--- config.mk ---
export PLATFORM = sky130hd
export DESIGN_NAME = apb_master_bridge
export DESIGN_NICKNAME = d
export VERILOG_FILES = /design/src/rtl/apb_master_bridge_pkg.sv /design/src/rtl/apb_master_bridge.sv
export SDC_FILE = /design/constraint.sdc
export NUM_CORES = 1
export LEC_CHECK = 0
export ABC_AREA = 0
export CORE_UTILIZATION = 42
export DETAILED_ROUTE_END_ITERATION = 6
export GPL_TIMING_DRIVEN = 0
export PLACE_DENSITY = 0.85
export SLEW_MARGIN = 30
export SYNTH_ARGS = -nofsm -noshare
export SYNTH_HDL_FRONTEND = slang
export SYNTH_SLANG_ARGS = --single-unit
--- constraint.sdc ---
create_clock -name PCLK -period 5.5 [get_ports PCLK]
set_input_delay 1.1 -clock PCLK [delete_from_list [all_inputs] [get_ports PCLK]]
set_output_delay 1.1 -clock PCLK [all_outputs]
set_load 0.01 [all_outputs]
--- src/rtl/apb_master_bridge_pkg.sv ---
// Shared APB definitions for the master bridge and its register slave.
// Holds the bridge FSM state type, the default bus widths, the command and
// response payload structs and the slave register map offsets.
package apb_pkg;

    localparam int unsigned APB_ADDR_W = 32;
    localparam int unsigned APB_DATA_W = 32;

    // Bridge FSM states
    typedef enum logic [1:0] {
        IDLE   = 2'd0,
        SETUP  = 2'd1,
        ACCESS = 2'd2,
        RESP   = 2'd3
    } apb_mst_state_e;

    // Command payload presented by the command source
    typedef struct packed {
        logic [APB_ADDR_W-1:0] addr;
        logic                  write;
        logic [APB_DATA_W-1:0] wdata;
    } apb_cmd_t;

    // Response payload returned to the command source
    typedef struct packed {
        logic [APB_DATA_W-1:0] rdata;
        logic                  err;
        logic                  timeout;
    } apb_rsp_t;

    // Register slave offsets; anything at or above REG_END is unmapped
    localparam logic [APB_ADDR_W-1:0] REG_CTRL    = APB_ADDR_W'(32'h00);
    localparam logic [APB_ADDR_W-1:0] REG_STATUS  = APB_ADDR_W'(32'h04);
    localparam logic [APB_ADDR_W-1:0] REG_DATA0   = APB_ADDR_W'(32'h08);
    localparam logic [APB_ADDR_W-1:0] REG_DATA1   = APB_ADDR_W'(32'h0C);
    localparam logic [APB_ADDR_W-1:0] REG_IRQ     = APB_ADDR_W'(32'h10);
    localparam logic [APB_ADDR_W-1:0] REG_SCRATCH = APB_ADDR_W'(32'h14);
    localparam logic [APB_ADDR_W-1:0] REG_END     = APB_ADDR_W'(32'h18);
    localparam int unsigned           REG_NUM     = 6;

endpackage

--- src/rtl/apb_master_bridge.sv ---
// APB3 master bridge: turns a valid/ready command stream into single APB
// transfers and returns a valid/ready response.
// Ports:
//   PCLK, PRESET                  clock, synchronous active-high reset
//   cmd_valid/cmd_ready           command handshake (cmd_ready is combinational)
//   cmd_addr/cmd_write/cmd_wdata  command payload
//   rsp_valid/rsp_ready           response handshake
//   rsp_rdata/rsp_err/rsp_timeout response payload
//   PSEL/PENABLE/PWRITE/PADDR/PWDATA  APB master outputs (registered)
//   PRDATA/PREADY/PSLVERR         APB slave returns
module apb_master_bridge
    import apb_pkg::*;
#(
    parameter int unsigned ADDR_W      = APB_ADDR_W,
    parameter int unsigned DATA_W      = APB_DATA_W,
    parameter int unsigned TIMEOUT_CYC = 16
) (
    input  logic              PCLK,
    input  logic              PRESET,
    input  logic              cmd_valid,
    output logic              cmd_ready,
    input  logic [ADDR_W-1:0] cmd_addr,
    input  logic              cmd_write,
    input  logic [DATA_W-1:0] cmd_wdata,
    output logic              rsp_valid,
    input  logic              rsp_ready,
    output logic [DATA_W-1:0] rsp_rdata,
    output logic              rsp_err,
    output logic              rsp_timeout,
    output logic              PSEL,
    output logic              PENABLE,
    output logic              PWRITE,
    output logic [ADDR_W-1:0] PADDR,
    output logic [DATA_W-1:0] PWDATA,
    input  logic [DATA_W-1:0] PRDATA,
    input  logic              PREADY,
    input  logic              PSLVERR
);

    localparam int unsigned CNT_W = $clog2(TIMEOUT_CYC + 1);
    localparam logic [CNT_W-1:0] CNT_LAST = CNT_W'(TIMEOUT_CYC - 1);

    apb_mst_state_e    state_q,     state_d;
    logic [CNT_W-1:0]  cnt_q,       cnt_d;
    logic              psel_q,      psel_d;
    logic              penable_q,   penable_d;
    logic              pwrite_q,    pwrite_d;
    logic [ADDR_W-1:0] paddr_q,     paddr_d;
    logic [DATA_W-1:0] pwdata_q,    pwdata_d;
    logic              rsp_valid_q, rsp_valid_d;
    logic [DATA_W-1:0] rsp_rdata_q, rsp_rdata_d;
    logic              rsp_err_q,   rsp_err_d;
    logic              rsp_to_q,    rsp_to_d;

    // Only IDLE can take a command
    assign cmd_ready = (state_q == IDLE);

    // Next-state and registered-output logic
    always_comb begin
        state_d     = state_q;
        cnt_d       = cnt_q;
        psel_d      = psel_q;
        penable_d   = penable_q;
        pwrite_d    = pwrite_q;
        paddr_d     = paddr_q;
        pwdata_d    = pwdata_q;
        rsp_valid_d = rsp_valid_q;
        rsp_rdata_d = rsp_rdata_q;
        rsp_err_d   = rsp_err_q;
        rsp_to_d    = rsp_to_q;

        unique case (state_q)
            IDLE: begin
                if (cmd_valid) begin
                    paddr_d  = cmd_addr;
                    pwrite_d = cmd_write;
                    pwdata_d = cmd_wdata;
                    psel_d   = 1'b1;
                    state_d  = SETUP;
                end
            end
            SETUP: begin
                penable_d = 1'b1;
                cnt_d     = '0;
                state_d   = ACCESS;
            end
            ACCESS: begin
                // PREADY wins over a timeout firing in the same cycle
                if (PREADY) begin
                    rsp_rdata_d = (!pwrite_q && !PSLVERR) ? PRDATA : '0;
                    rsp_err_d   = PSLVERR;
                    rsp_to_d    = 1'b0;
                    psel_d      = 1'b0;
                    penable_d   = 1'b0;
                    rsp_valid_d = 1'b1;
                    state_d     = RESP;
                end else if (cnt_q == CNT_LAST) begin
                    rsp_rdata_d = '0;
                    rsp_err_d   = 1'b1;
                    rsp_to_d    = 1'b1;
                    psel_d      = 1'b0;
                    penable_d   = 1'b0;
                    rsp_valid_d = 1'b1;
                    state_d     = RESP;
                end else if (cnt_q != '1) begin
                    cnt_d = cnt_q + CNT_W'(1);
                end
            end
            RESP: begin
                if (rsp_ready) begin
                    rsp_valid_d = 1'b0;
                    state_d     = IDLE;
                end
            end
            default: state_d = IDLE;
        endcase
    end

    // State and output registers
    always_ff @(posedge PCLK) begin
        if (PRESET) begin
            state_q     <= IDLE;
            cnt_q       <= '0;
            psel_q      <= 1'b0;
            penable_q   <= 1'b0;
            pwrite_q    <= 1'b0;
            paddr_q     <= '0;
            pwdata_q    <= '0;
            rsp_valid_q <= 1'b0;
            rsp_rdata_q <= '0;
            rsp_err_q   <= 1'b0;
            rsp_to_q    <= 1'b0;
        end else begin
            state_q     <= state_d;
            cnt_q       <= cnt_d;
            psel_q      <= psel_d;
            penable_q   <= penable_d;
            pwrite_q    <= pwrite_d;
            paddr_q     <= paddr_d;
            pwdata_q    <= pwdata_d;
            rsp_valid_q <= rsp_valid_d;
            rsp_rdata_q <= rsp_rdata_d;
            rsp_err_q   <= rsp_err_d;
            rsp_to_q    <= rsp_to_d;
        end
    end

    assign PSEL        = psel_q;
    assign PENABLE     = penable_q;
    assign PWRITE      = pwrite_q;
    assign PADDR       = paddr_q;
    assign PWDATA      = pwdata_q;
    assign rsp_valid   = rsp_valid_q;
    assign rsp_rdata   = rsp_rdata_q;
    assign rsp_err     = rsp_err_q;
    assign rsp_timeout = rsp_to_q;

endmodule

---- Word-level counts from Yosys, hierarchy flattened ----
Index checks and enable logic that the tools add are counted.
word-level totals
  bits of input ports ..................... 103
  word-level logic and storage cells ...... 61
  output and inout port bits .............. 103
  register bits ........................... 109
cells by class
  eq/ne operators ......................... 11
  $add $sub $neg .......................... 1
  mux-type cells .......................... 23
  reductions and logical operators ........ 15
operator list
  operator                                                         count
  32-bit 2-to-1 mux                                                3
  5-bit 2-to-1 mux                                                 3
  2-bit inequality test, second input constant                     5
  5-bit case mux with 2 select lines                               1
  3-bit AND reduction                                              3
  1-bit 2-to-1 mux                                                 8
  2-bit 2-to-1 mux                                                 4
  2-bit case mux with 4 select lines                               1
  2-bit nonzero test                                               4
  1-bit case mux with 2 select lines                               3
  2-bit AND reduction                                              3
  5-bit by 1-bit adder with 5-bit output, second input constant    1
  5-bit by 4-bit == test with 1-bit output, second input constant  1
  5-bit inequality test, second input constant                     1
  2-bit == test, second input constant                             2
  4-bit AND reduction                                              1
  3-bit inequality test, second input constant                     1
  2-bit by 1-bit == test with 1-bit output, second input constant  1
  1-bit logical NOT                                                2
  2-bit logical NOT                                                1
  1-bit logical AND                                                1

---- Depth between registers and ports, before layout ----
  word-level depth ........................ 5
  gate-level depth with buffers ........... 7
  depth with buffers taken out ............ 6

---- Worst setup path after synthesis ----
Ideal clock, no wire load.
  path type ............................... input port to flip-flop
  from .................................... in PREADY
  to ...................................... reg cnt_q[3]
  path slack .............................. 3.447 ns
  buffers on the path ..................... 0
  library setup time ...................... 0.123 ns
  stages on the path ...................... 3
  arrival ................................. 1.930 ns
  cells stage by stage .................... nor4b_4 nand4_1 mux2_1
on the way
  cells in the longest elaborated chain, start to end .. 2
ends and longest elaborated chain
  item                                    RTL line                  text
  from (decl)                             apb_master_bridge.sv:36   input logic PREADY,
  2-bit inequality test (no source line)  --
  4-bit AND reduction (no source line)    --
  to (signal assigned)                    apb_master_bridge.sv:135  cnt_q <= cnt_d;
  to (decl)                               apb_master_bridge.sv:44   logic [CNT_W-1:0] cnt_q, cnt_d;
No other way between the ends.
A chain may end at the register's enable or synchronous reset.

---- Worst setup path in the final report ----
  from .................................... reg state_q[0]
  to ...................................... out cmd_ready
on the way
  cells in the longest elaborated chain, start to end .. 1
ends and longest elaborated chain
  item                    RTL line                  text
  from (decl)             apb_master_bridge.sv:43   apb_mst_state_e state_q, state_d;
  from (signal assigned)  apb_master_bridge.sv:134  state_q <= state_d;
  2-bit logical NOT       apb_master_bridge.sv:56   assign cmd_ready = (state_q == IDLE);
  to (decl)               apb_master_bridge.sv:21   output logic cmd_ready,
No other way between the ends.

==> run_results.csv <==
group,metric,value,unit
critical_path,path_cells,"inv_1, ha_1, clkdlybuf4s50_1",
critical_path,crit_path_top_delay_cell,"clkdlybuf4s50_1",
status,violations,"DRC",
global_route,grt_max_degree,18,
pwr,p_leak,2.31,nW
finish,finish.utilization,70.8,%
global_route,grt_pass1_wl,18.6,mm
clocking,htreeDepth,3,
finish,nNetsFinal,754,
clocking,max-clock-path-buffers,2,
pwr,powerDensity,341,mW/mm²
critical_path,crit_path_end_kind,"output port",
global_route,grt_overflow,0,
sta,period_share,50.6,%
sta,worst_pin_slew,531,ps
pwr,switching_share,31.6,%
pwr,p_seq_share,45.5,%
sta,maxSlewViolCount,0,
route,first_pass_iters,6,
floorplan,initial_core_util,43.9,%
sta,setup_slack,2710,ps
critical_path,cp.required,4400,ps
place,placed_cell_area,0.00604,mm²
synthesis,async_flop_share,0,%
synthesis,synthFlopType,"dfxtp_1",
route,remaining_drc_errors,18,
critical_path,crit_path_max_fanout,4,
min_path,hp-class,"flip-flop to flip-flop",
synthesis,netlist_instances,428,
global_route,grt_pass1_vias,3826,
place,post-place-ws,2650,ps
pwr,power_frac_comb,32.8,%
clocking,post_cts_buffers,0,
pwr,clock_power_share,21.8,%
sta,slew_headroom,64.6,%
place,finalWeightedCongestion,0.793,
route,viasPerCell,5.02,
place,port_buffers,204,
pwr,finalPower,2.12,mW
synthesis,synth_fp_nets,539,
critical_path,critPathKind,"flip-flop to output port",
synthesis,synth_top_cell_by_area,"dfxtp_1",
synthesis,netlist.area_leader.share,56.4,%
floorplan,die_area,0.00960,mm²
status,outcome,"finished, violations left",
finish,diodes,0,
clocking,clkSinkCount,109,
route,routed_wl,11.5,mm
critical_path,cp-start-kind,"flip-flop",
floorplan,fp.dieH,98.0,µm
finish,drive_gt1_share,4.94,%
synthesis,ys_seq_area_share,56.4,%
clocking,worst_skew_pair.late_latency,370,ps
floorplan,placementRows,34,
route,ant_nets,0,
clocking,cts_buffers,9,
sta,hold_viol,0,
place,hpwl,8.71,mm
critical_path,path_delay_family,"buffers and inverters",
synthesis,synth_edf_count,0,
synthesis,synth-seq-cells,109,
sta,rsz0062_at_grt,"false",
sta,clock_skew,11.1,ps
floorplan,die-width,98.0,µm
pwr,p_int,1.45,mW
synthesis,syn_area,0.00387,mm²
global_route,track_usage,24.6,%
finish,fill_cells,693,
sta,finalSetupTns,0,ps
synthesis,avgSynthCellArea,9.04,µm²
critical_path,critical-path-max-stage-delay,590,ps
sta,clock.fmax,359,MHz
critical_path,worst-path-buf-inv,2,
floorplan,boundaryPins,206,
critical_path,cp.arrival,1690,ps
floorplan,core_area,0.00881,mm²
clocking,hold_buffers,0,
pwr,switching_power,0.671,mW
route,wl_per_cell,15.2,µm
global_route,antenna_found_initial,0,
pwr,vdd.ir_drop.worst,0.214,mV
clocking,cts_tree,"built",
synthesis,synth_cell_types,35,
clocking,cts-root-buf,"clkbuf_8",
sta,post-route-min-period,2790,ps
clocking,clkTransAtPathRegs,100,ps
finish,stdcell_area,0.00623,mm²
route,num_vias,3793,
route,drt_iter0_markers,105,
clocking,ctsResizeCount,0,
run,drv_cap,0,
sta,setup_viol,0,
finish,synthToLayoutAreaGrowth,61.1,%
synthesis,yosys_warnings,0,
synthesis,netlist_top_cells_area,"dfxtp_1 56%, nand2_1 13%, a21oi_1 9.3%",
worst paths after layout:
path	startpoint	end	slack (ps)	cells after the start
worst max-delay path	state_q[0]	cmd_ready	2710	3
worst min-delay path	PADDR[12]	PADDR[12]	460	2
worst max register to register	cnt_q[0]	cnt_q[3]	3330	6
worst min register to register	PADDR[12]	PADDR[12]	460	2
Yosys cell counts (all sizes together) (2+ instances only):
master,count
nor2,3
buf,18
ha,8
clkbuf,12
dfxtp,109
a2111oi,2
a22o,32
nor2b,3
nand2,135
a21oi,73
o21ai,3
nand2b,2
a211oi,2
nor3,4
inv,5
tightest hold or removal path: stages (launching register included):
cell	delay [ps]
dfxtp_1	320
nand2_1	50
a21oi_1	50
layout make-up:
cell class	instances	area [µm²]	area share, %
flip-flops and latches	109	2180	35.0
repair buffers	204	2040	32.8
multi-input cells	284	1530	24.6
clock buffers	12	155	2.49
plain buffers	30	136	2.19
well taps	108	135	2.17
clock inverters	4	32.5	0.522
inverters	5	18.8	0.301
per-layer routing:
layer  track usage, %  share of wire (%)  up-vias
met3             9.59                 10       16
met4             8.86                1.8        0
met5                0                  0        -
met1             26.0                 39     1747
li1                 -                  -     1870
met2             44.1                 49      160
placed cells by master (no fill, tap or decap), types with 4 or more instances in the layout:
cell type        count
clkbuf_8            11
a21oi_1             72
ha_1                 8
inv_1                5
dfxtp_1            109
a22o_1              32
nor3_1               4
buf_1                7
buf_4                4
clkbuf_1            13
clkdlybuf4s50_1    204
nand2_1            135
buf_2                7
power groups by stage:
stage	clock network, mW	registers (mW)	logic [mW]
2_1_floorplan	0	1.03	0.265
3_3_place_gp	0	0.978	0.681
3_5_place_dp	0	0.985	0.695
4_1_cts	0.474	0.967	0.701
5_1_grt	0.499	0.980	0.761
6_report	0.462	0.966	0.696
flip-flops by register name, summed over array words and instances, names as in the netlist:
register     cells
rsp_timeout      1
PADDR           32
PWRITE           1
PWDATA          32
cnt_q            5
PENABLE          1
state_q          2
rsp_valid        1
PSEL             1
rsp_err          1
rsp_rdata       32
through the flow:
step	hold WS (ps)	instances
after floorplan	481	428
after global placement	441	740
after detailed placement	447	740
after CTS	462	756
after global routing	479	756
final	459	756
cell families (layout without fill, tap and decap cells):
| logic type | Yosys count | in the layout | share of synthesized area [%] |
|---|---|---|---|
| adders and majority gates | 8 | 8 | 2.59 |
| xor gates and xnor gates | 1 | 1 | 0.227 |
| DFF | 109 | 109 | 56.4 |
| muxes | 2 | 2 | 0.550 |
| and+or+nand+nor | 157 | 157 | 17.3 |
| AOI/OAI and AO/OA | 116 | 116 | 18.9 |
| buffers and inverters | 35 | 255 | 4.01 |
No activity file was read; power rests on OpenSTA's default activity.
==> edit, RTL diff (same settings) <==
Register the output `rsp_timeout` once more; this adds one clock of latency there. The other outputs are not delayed to match.
--- a/src/rtl/apb_master_bridge.sv
+++ b/src/rtl/apb_master_bridge.sv
@@ -153,7 +153,9 @@
     assign rsp_valid   = rsp_valid_q;
     assign rsp_rdata   = rsp_rdata_q;
     assign rsp_err     = rsp_err_q;
-    assign rsp_timeout = rsp_to_q;
+    always_ff @(posedge PCLK) begin
+        rsp_timeout <= rsp_to_q;
+    end
 
 endmodule
 
Check against the original RTL: no difference found for any inputs over 10 cycles, from zero or initial values and one cycle with PRESET high; that may be too few to reach the edited logic, so the function may still have changed.
==> edit against the unedited design <==
  * The run still ends with design-rule violations left
  * Critical path depth stayed put
  * Power is 0.20% lower
  * Sequential cell count is 1 higher
  * Final area is 0.26% higher
  * Wire length is 0.78% lower
  * Area after synthesis is 0.52% higher
  * Worst setup slack better by 0.045 ns
  * Sequential power is 0.8% higher
==> edit: results (changes against the unedited design) <==
- Status: finished, violations left
- Failing checks: design-rule violations
- Clock root buffer: clkbuf_8
- Initial antenna violation count: 0 (unchanged)
- Worst EP arrival: 1.64 ns (-0.05 ns)
- N_diodes: 0 (unchanged)
- Post-route DRC: 17 (-1)
- WL/cell: 15.0 um (-0.91%)
- Setup TNS Final: 0 ns (unchanged)
- Synth Area in Compound Gates: 18.8% (-0.097 points)
- VDD IR-drop max: 0.000212 V (-1.1%)
- Post-synthesis adder-cell area fraction: 2.57% (-0.013 points)
- Synth Area in XOR/XNOR: 0.225% (-0.0012 points)
- Place WS: 2.72 ns (+0.0753 ns)
- First-pass detailed-route iteration total: 7 (+1)
- Synth async-reset ratio: 0% (unchanged)
- Ratio of cells with drive above 1 in the final layout: 4.93% (-0.0076 points)
- Sequential fraction of the synthesis area: 56.6% (+0.22 points)
- Setup Fix Bufs, Post-CTS: 0 (unchanged)
- Global-route usage over all layers: 23.3% (-1.2 points)
- Iter 0 DRT Violations: 132 (+26%)
- DP Wirelength: 8690 um (-0.24%)
- Leakage: 2.33 nW (+0.57%)
- Number of synthesis warnings: 0 (unchanged)
- PostCTS Resize Cnt: 0 (unchanged)
- Cell variety after synth: 35 (unchanged)
- Post-synth top cells: nand2_1 (135), dfxtp_1 (110), a21oi_1 (72)
- Vias per inst: 4.97 (-0.95%)
- H-tree depth: 3 (unchanged)
- GP Congestion: 0.785 (-0.98%)
- Final #Nets: 755 (+0.13%)
- Layout Skew: 0.0173 ns (+0.00622 ns)
- Main synth FF type: dfxtp_1
- WL met2: 5640 um (+0.93%)
- First-pass GRT wire length: 17900 um (-4.1%)
- Port bufs: 204 (unchanged)
- CP max FO: 4 (unchanged)
- Met3 WL: 1060 um (-12%)
- Top layer in use: met4
- Syn nets: 540 (+0.19%)
- CTS Buf Count: 9 (unchanged)
- Vias in the first global route: 3702 (-3.2%)
- Worst-Skew Late Latency: 0.37 ns (about the same)
- Clk buf depth: 2 (unchanged)
- Clock-pin transition on the worst setup and hold timing paths: 0.10 ns (about the same)
- Multiplexer share of the synthesized area: 0.547% (-0.0028 points)
- Pin count of the biggest net entering global routing: 20 (+2)
- Hold WC Path Type: flip-flop to flip-flop
- Top post-synthesis cells by area: dfxtp_1 (57%), nand2_1 (13%), a21oi_1 (9.3%)
- Slew at the pin with the worst max-slew slack: 0.584 ns (+0.0527 ns)
- Routed met1 length: 4450 um (-0.47%)
edit: cell types whose count changed after synthesis, sizes merged:
cell,unedited run,this run
dfxtp,109,110
edit: kinds of logic after synthesis:
group                      Yosys count
buffers and inverters               35
AOI/OAI and AO/OA                  116
adders and majority gates            8
xor gates and xnor gates             1
DFF                                110
muxes                                2
and+or+nand+nor                    157
edit: critical path: stages, from the launching register on:
cell and delay (ns):
dfxtp_1 0.34, inv_1 0.13, ha_1 0.23, clkdlybuf4s50_1 0.58
edit: worst paths after layout:
check / startpoint / end / slack (ns) / cells past startpoint
worst min register to register: rsp_to_q$_SDFFE_PP0P_ / rsp_timeout$_DFF_P_ / 0.36 / 0
worst max register to register: cnt_q[0]$_SDFFE_PP0P_ / cnt_q[3]$_SDFFE_PP0P_ / 3.39 / 6
worst min-delay path: rsp_to_q$_SDFFE_PP0P_ / rsp_timeout$_DFF_P_ / 0.36 / 0
worst max-delay path: state_q[0]$_SDFFE_PP0P_ / cmd_ready / 2.76 / 3
edit: per-layer routing:
| layer | track usage, % | vias up |
|---|---|---|
| li1 | - | 1875 |
| met1 | 25.8 | 1708 |
| met2 | 42.1 | 158 |
| met3 | 6.87 | 21 |
| met4 | 8.84 | 0 |
| met5 | 0 | - |
edit: power breakdown:
part | internal (mW) | total, mW | switching, mW
Clock | 0.173 | 0.452 | 0.279
Sequential | 0.911 | 0.974 | 0.0633
Combinational | 0.358 | 0.694 | 0.336
edit: area by class of cell:
type | instances | area [sq um]
fillers | 693 | 2600
flip-flops and latches | 110 | 2200
repair buffers | 204 | 2040
multi-input cells | 284 | 1530
plain buffers | 30 | 136
well taps | 108 | 135
clock buffers | 10 | 128
clock inverters | 6 | 56.3
inverters | 5 | 18.8
edit: through the flow:
stage          util (%)  std cells  instance area (sq um)
2_1_floorplan         -        429                   3890
3_3_place_gp       68.5        741                   6060
3_5_place_dp       68.5        741                   6060
4_1_cts            70.6        757                   6250
5_1_grt            70.6        757                   6250
6_report           70.6        757                   6250
